### src/rtl/multi_cycle_control.sv
// Multi-cycle RV32-style control unit: IF/ID/EX/MEM/WB/HALT sequencer with
// combinational control decode and a retired-instruction counter.
module multi_cycle_control #(
    parameter int unsigned XLEN     = 32,
    parameter int unsigned HALT_ID  = 10,
    parameter bit          MEM_WAIT = 1'b1
) (
    input  logic            clk,
    input  logic            reset,
    input  logic [6:0]      opcode,
    input  logic [XLEN-1:0] x17,
    input  logic            mem_ready,
    input  logic            branch_taken,
    output logic            mem_read,
    output logic            mem_write,
    output logic            i_or_d,
    output logic            ir_write,
    output logic            reg_write,
    output logic            pc_write,
    output logic            is_halted,
    output logic            alu_src_a,
    output logic [1:0]      alu_src_b,
    output logic [1:0]      alu_op,
    output logic [1:0]      mem_to_reg,
    output logic [1:0]      pc_source,
    output logic [2:0]      state,
    output logic [XLEN-1:0] instret
);

    localparam logic [6:0] OP_ARITH     = 7'b0110011;
    localparam logic [6:0] OP_ARITH_IMM = 7'b0010011;
    localparam logic [6:0] OP_LOAD      = 7'b0000011;
    localparam logic [6:0] OP_STORE     = 7'b0100011;
    localparam logic [6:0] OP_BRANCH    = 7'b1100011;
    localparam logic [6:0] OP_JAL       = 7'b1101111;
    localparam logic [6:0] OP_JALR      = 7'b1100111;
    localparam logic [6:0] OP_ECALL     = 7'b1110011;

    typedef enum logic [2:0] {
        S_IF   = 3'd0,
        S_ID   = 3'd1,
        S_EX   = 3'd2,
        S_MEM  = 3'd3,
        S_WB   = 3'd4,
        S_HALT = 3'd5
    } state_e;

    state_e          state_q, state_d;
    logic [XLEN-1:0] instret_q, instret_d;
    logic            retire_c;
    logic            mem_rdy_c;

    // With MEM_WAIT cleared every memory access completes in one cycle.
    assign mem_rdy_c = MEM_WAIT ? mem_ready : 1'b1;

    // Next-state and control decode.
    always_comb begin
        state_d    = state_q;
        retire_c   = 1'b0;
        mem_read   = 1'b0;
        mem_write  = 1'b0;
        i_or_d     = 1'b0;
        ir_write   = 1'b0;
        reg_write  = 1'b0;
        pc_write   = 1'b0;
        is_halted  = 1'b0;
        alu_src_a  = 1'b0;
        alu_src_b  = 2'd0;
        alu_op     = 2'd0;
        mem_to_reg = 2'd0;
        pc_source  = 2'd0;
        case (state_q)
            S_IF: begin
                mem_read = 1'b1;
                ir_write = mem_rdy_c;
                if (mem_rdy_c) state_d = S_ID;
            end
            S_ID: begin
                alu_src_b = 2'd2;
                if (opcode == OP_ECALL) begin
                    if (x17 == XLEN'(HALT_ID)) begin
                        state_d = S_HALT;
                    end else begin
                        pc_write = 1'b1;
                        retire_c = 1'b1;
                        state_d  = S_IF;
                    end
                end else begin
                    state_d = S_EX;
                end
            end
            S_EX: begin
                case (opcode)
                    OP_ARITH: begin
                        alu_src_a = 1'b1;
                        alu_op    = 2'd2;
                        state_d   = S_WB;
                    end
                    OP_ARITH_IMM: begin
                        alu_src_a = 1'b1;
                        alu_src_b = 2'd2;
                        alu_op    = 2'd2;
                        state_d   = S_WB;
                    end
                    OP_LOAD, OP_STORE: begin
                        alu_src_a = 1'b1;
                        alu_src_b = 2'd2;
                        state_d   = S_MEM;
                    end
                    OP_BRANCH: begin
                        alu_src_a = 1'b1;
                        alu_op    = 2'd1;
                        pc_write  = 1'b1;
                        pc_source = branch_taken ? 2'd1 : 2'd0;
                        retire_c  = 1'b1;
                        state_d   = S_IF;
                    end
                    OP_JAL: begin
                        pc_source = 2'd1;
                        state_d   = S_WB;
                    end
                    OP_JALR: begin
                        alu_src_a = 1'b1;
                        alu_src_b = 2'd2;
                        pc_source = 2'd2;
                        state_d   = S_WB;
                    end
                    default: begin
                        pc_write = 1'b1;
                        state_d  = S_IF;
                    end
                endcase
            end
            S_MEM: begin
                i_or_d    = 1'b1;
                mem_read  = (opcode == OP_LOAD);
                mem_write = (opcode == OP_STORE);
                if (mem_rdy_c) begin
                    if (opcode == OP_LOAD) begin
                        state_d = S_WB;
                    end else begin
                        pc_write = 1'b1;
                        retire_c = (opcode == OP_STORE);
                        state_d  = S_IF;
                    end
                end
            end
            S_WB: begin
                reg_write = 1'b1;
                pc_write  = 1'b1;
                retire_c  = 1'b1;
                state_d   = S_IF;
                case (opcode)
                    OP_LOAD: mem_to_reg = 2'd1;
                    OP_JAL: begin
                        mem_to_reg = 2'd2;
                        pc_source  = 2'd1;
                    end
                    OP_JALR: begin
                        mem_to_reg = 2'd2;
                        pc_source  = 2'd2;
                    end
                    default: mem_to_reg = 2'd0;
                endcase
            end
            S_HALT: begin
                is_halted = 1'b1;
            end
            default: begin
                state_d = S_IF;
            end
        endcase
    end

    assign instret_d = retire_c ? instret_q + XLEN'(1) : instret_q;

    always_ff @(posedge clk) begin
        if (!reset) begin
            state_q   <= S_IF;
            instret_q <= '0;
        end else begin
            state_q   <= state_d;
            instret_q <= instret_d;
        end
    end

    assign state   = state_q;
    assign instret = instret_q;

endmodule

### config.mk
export PLATFORM = sky130hd
export DESIGN_NAME = multi_cycle_control
export DESIGN_NICKNAME = d
export VERILOG_FILES = /design/src/rtl/multi_cycle_control.sv
export SDC_FILE = /design/constraint.sdc
export NUM_CORES = 1
export LEC_CHECK = 0
export ABC_AREA = 1
export BUFFER_PORTS_ARGS = -buffer_cell sky130_fd_sc_hd__buf_4
export CORE_AREA = 2 2 74 76
export CTS_CLUSTER_DIAMETER = 200
export DETAILED_ROUTE_END_ITERATION = 12
export DIE_AREA = 0 0 76 78
export HOLD_SLACK_MARGIN = 0.12
export PLACE_DENSITY = 0.81
export RECOVER_POWER = 100
export SYNTH_ARGS = -nofsm -noshare
export SYNTH_HDL_FRONTEND = slang
export SYNTH_SLANG_ARGS = --single-unit
### constraint.sdc
create_clock -name clk -period 2.9 [get_ports clk]
set_clock_uncertainty 0.1 [all_clocks]
set_input_delay 0.725 -clock clk [delete_from_list [all_inputs] [get_ports clk]]
set_output_delay 0.725 -clock clk [all_outputs]
set_load 0.02 [all_outputs]
Word-level counts from Yosys, hierarchy flattened --
Index checks and enable logic that the tools add are counted.
Operators by class: reduce and logical (&&, ||, !) cells 9, bitwise logic cells 1, muxes and demuxes 35, equality and inequality tests 16, add/sub/neg operators 1
Operator list (number):
- 32-bit by 1-bit adder with 32-bit output (second input constant) | 1
- 32-bit by 4-bit == test with 1-bit output (second input constant) | 1
- 7-bit == test (second input constant) | 4
- 2-bit one-hot mux with 2 select lines | 5
- 1-bit 2-to-1 mux | 16
- 3-bit 2-to-1 mux | 5
- 3-bit one-hot mux with 5 select lines | 1
- 7-bit by 6-bit == test with 1-bit output (second input constant) | 2
- 6-bit OR reduction | 2
- 1-bit one-hot mux with 4 select lines | 2
- 4-bit OR reduction | 2
- 7-bit by 2-bit == test with 1-bit output (second input constant) | 1
- 7-bit by 5-bit == test with 1-bit output (second input constant) | 1
- 3-bit by 2-bit == test with 1-bit output (second input constant) | 2
- 3-bit == test (second input constant) | 2
- 2-bit 2-to-1 mux | 3
- 2-bit one-hot mux with 3 select lines | 1
- 3-bit one-hot mux with 2 select lines | 1
- 2-bit OR reduction | 3
- 2-bit != test (second input constant) | 2
- 3-bit by 1-bit == test with 1-bit output (second input constant) | 1
- 3-bit logical NOT | 1
- 3-bit AND reduction | 1
- 1-bit one-hot mux with 2 select lines | 1
- 1-bit NOT | 1
Word-level totals: register bits 35, logic and storage cells 64, output and inout port bits 51

Longest topological paths before layout --
depth after elaboration 4, gate-level depth with buffers 11, gate-level depth less buffers 10

Worst setup path before layout --
Ideal clock, no wire load.
kind input to output, start input x17[4], end output pc_write, slack 0.377 ns, data required time 2.075 ns, stages on the path 9, data arrival time 1.698 ns, buffers on the path 1, path through inv_1 > nand2_1 > nor2_1 > nand2_1 > nor2_1 > nand2_1 > nand2_1 > buf_2 > nand3_1
On the way: longest elaborated chain between the ends 4
RTL lines:
- start: declaration | RTL line 11 | input logic [XLEN-1:0] x17,
- 32-bit by 4-bit == test with 1-bit output | RTL line 81 | if (x17 == XLEN'(HALT_ID)) begin
- 1-bit 2-to-1 mux | RTL line 81
- 1-bit 2-to-1 mux | RTL line 80 | if (opcode == OP_ECALL) begin
- 1-bit one-hot mux with 4 select lines | RTL line 72 | case (state_q)
- end: declaration | RTL line 19 | output logic pc_write,
No other way between the ends.

Worst setup path after layout --
start input opcode[3], end output alu_src_a
On the way: longest elaborated chain between the ends 4, elaborated cells between the ends (all ways) 9
RTL lines:
- start: declaration | RTL line 10 | input logic [6:0] opcode,
- 7-bit by 2-bit == test with 1-bit output, or another cell as far along | RTL line 93 | case (opcode)
- 6-bit OR reduction (no source line) (*)
- 1-bit 2-to-1 mux (*) | RTL line 93
- 1-bit 2-to-1 mux (*) | RTL line 72
- end: declaration | RTL line 21 | output logic alu_src_a,
Mark *: on every way between the ends. The rest lies on a longest branch, timed or not.

==> impl_metrics.py <==
metrics = {
    "drt": {
        "drt_iter0_drc": 220,
        "via_per_inst": 5.09,
        "vias": 3261,
        "routed_wirelength_mm": 7.99,
        "routedWlPerCell_um": 12.5,
        "firstDrtPassIters": 5,
        "drtAntennaViolNets": 0,
        "remaining_drc_errors": 0,
    },
    "setup_path": {
        "critPathRequiredTime_ns": 2.08,
        "cp_slowest_stage_delay_ns": 0.24,
        "cp_cell_sequence": "clkbuf_1, nor2_1, nand2_1, nor2_1, inv_1, nor2_1, o21ai_0, nand3_1, clkbuf_1",
        "crit_path_start_kind": "input pin",
        "crit_path_frequent_cell": "nor2_1",
        "worstPathArrival_ns": 1.88,
        "crit_path_max_fanout": 4,
        "crit_family": "simple AND/OR/NAND/NOR gates",
        "worst-setup-path-type": "in -> out",
        "cp_slowest_cell": "clkbuf_1",
        "path_buf_inv": 3,
        "end_kind": "output port",
    },
    "clock_tree": {
        "cts_hold_buffers": 0,
        "cts_resized": 0,
        "clock_latency_ns": 0.29,
        "cts_tree": "done",
        "cts_buffers": 5,
        "cts_setup_buffers": 0,
        "clk_pin_slew_worst_paths_ns": 0.07,
        "cts_root_buf": "clkbuf_8",
        "h-tree-depth": 2,
        "clock_path_buffers": 2,
        "clock-sinks": 35,
    },
    "grt": {
        "grt_remaining_overflow": 0,
        "grt_pass1_wl_mm": 13.6,
        "grt_max_degree": 35,
        "gr-usage-all-layers_pct": 27.8,
        "first_global_vias": 3075,
        "grt_antenna_before_repair": 0,
    },
    "logic_synthesis": {
        "yosys-top-cells-count": "nand2_1, nor2_1, inv_1",
        "avgSynthCellArea_um2": 5.68,
        "async_flop_share_pct": 0,
        "synth_most_common_cell": "nand2_1",
        "syn_inst": 482,
        "synth.largest_area_cell": "dfxtp_1",
        "synth_area_leaders": "dfxtp_1, nand2_1, nor2_1",
        "synth.distinct_cells": 31,
        "synth-seq-area-share_pct": 25.6,
        "synth_area_um2": 2740,
        "synth-edff-count": 0,
        "syn_nets": 526,
        "ys_warn_count": 0,
        "synth_top_area_share_pct": 25.6,
        "ys.flop_type": "dfxtp_1",
        "ys_seq_elements": 35,
    },
    "sta": {
        "relSlewSlack_pct": 33.6,
        "fin_crit_sh_pct": 93.4,
        "finalSetupTns_ns": 0,
        "layout_min_cycle_time_ns": 2.71,
        "rsz0062_at_grt": "no",
        "setup_viol": 0,
        "max_freq_mhz": 369,
        "finalMaxSlewViolations": 0,
        "tightestPinTransition_ns": 0.990,
        "hold_viol": 0,
    },
    "worst_hold_path": {
        "hold_path.class": "reg -> reg",
    },
    "placement": {
        "port_buffers": 92,
        "place_congestion": 0.947,
        "dpl.hpwl_mm": 6.24,
    },
    "finish": {
        "layout.nets": 614,
        "diodes": 0,
        "drive_gt1_share_pct": 11.6,
        "seq_area_um2": 701,
        "postLayoutCoreUtil_pct": 66.7,
        "n_fill_cell": 553,
        "multi_input_area_um2": 1730,
        "areaGrowthSynthToFinish_pct": 22.8,
    },
    "floorplan": {
        "io_pins": 94,
        "die_area_um2": 5930,
        "core-area_um2": 5040,
        "start_util_pct": 54.3,
        "die_h_um": 78,
        "die-width_um": 76,
        "num_rows": 26,
    },
    "power": {
        "power_density_nw_per_um2": 323,
        "p_leak_nw": 1.44,
        "worst_ir_drop_vdd_mv": 0.320,
    },
    "run": {
        "drv_cap": 0,
    },
    "status": {
        "status": "complete, no violations",
    },
}
-- report_power, final --
part           total, mW  leakage, nW  internal, mW  switching, mW
sequential         0.489        0.282         0.484        0.00497
combinational      0.137         1.09        0.0608         0.0758
clock              0.460       0.0612         0.278          0.182
-- placed cells by master (no fill, tap or decap), drive strengths merged, types with 3 or more instances in the layout --
| cell | synthesis | layout |
|---|---|---|
| xor2 | 11 | 11 |
| nor2 | 82 | 82 |
| a21oi | 34 | 34 |
| nand3 | 46 | 46 |
| clkbuf | 3 | 55 |
| xnor2 | 4 | 4 |
| inv | 53 | 53 |
| dfxtp | 35 | 35 |
| nand3b | 15 | 15 |
| buf | 10 | 45 |
| nand2 | 172 | 172 |
| nor3 | 3 | 3 |
| o21ai | 5 | 5 |
-- final cells by class --
class	instances	share of cell area [%]
clock buffer	6	2.45
clock inverter	2	1.04
inverter	54	6.02
multi-input combinational	380	51.4
sequential	35	20.8
tap	70	2.60
timing repair buffer	94	15.6
-- path summary, 6_finish.rpt --
kind / slack (ns) / start / endpoint / cells past startpoint
worst min register to register: 0.42 / instret[31] / instret[31] / 2
worst max-delay path: 0.19 / opcode[3] / alu_src_a / 9
worst min-delay path: 0.42 / instret[31] / instret[31] / 2
worst max register to register: 0.68 / state[2] / instret[27] / 9
-- worst min-delay path: cells and delay by family (launching register included) --
kind / cells / cell delay [ns]
DFF: 1 / 0.34
and+or+nand+nor: 1 / 0.08
AOI/OAI and AO/OA: 1 / 0.06
-- metrics by stage --
stage | instances | setup WS (ns) | cell area (um2) | hold WS [ns] | total power, mW
6_report | 641 | 0.193 | 3360 | 0.423 | 1.09
2_1_floorplan | 482 | 0.377 | 2740 | 0.478 | 0.572
5_1_grt | 641 | 0.0735 | 3360 | 0.469 | 1.12
3_3_place_gp | 633 | 0.270 | 3440 | 0.404 | 0.644
3_5_place_dp | 633 | 0.227 | 3440 | 0.412 | 0.647
4_1_cts | 641 | 0.216 | 3560 | 0.427 | 1.10
-- metal layers --
metal  vias to the layer above  GRT usage [%]  share of wire (%)
met2                        95           46.9                 47
met3                        15           3.95                4.9
met4                         0           10.9                1.9
li1                       1671              -                  -
met1                      1480           36.1                 47
met5                         -              0                  0
-- flip-flops by register name (all words and copies together) (netlist names) --
name,flops
instret,32
state,3
-- cell families after synthesis --
logic type                 share of synthesized area, %
AOI/OAI and AO/OA                                  8.13
xor gates and xnor gates                           4.80
adders and majority gates                         0.457
buffers and inverters                              10.7
DFF                                                25.6
other                                             0.137
and+or+nand+nor                                    50.2
Power figures use the tool's default switching activity.
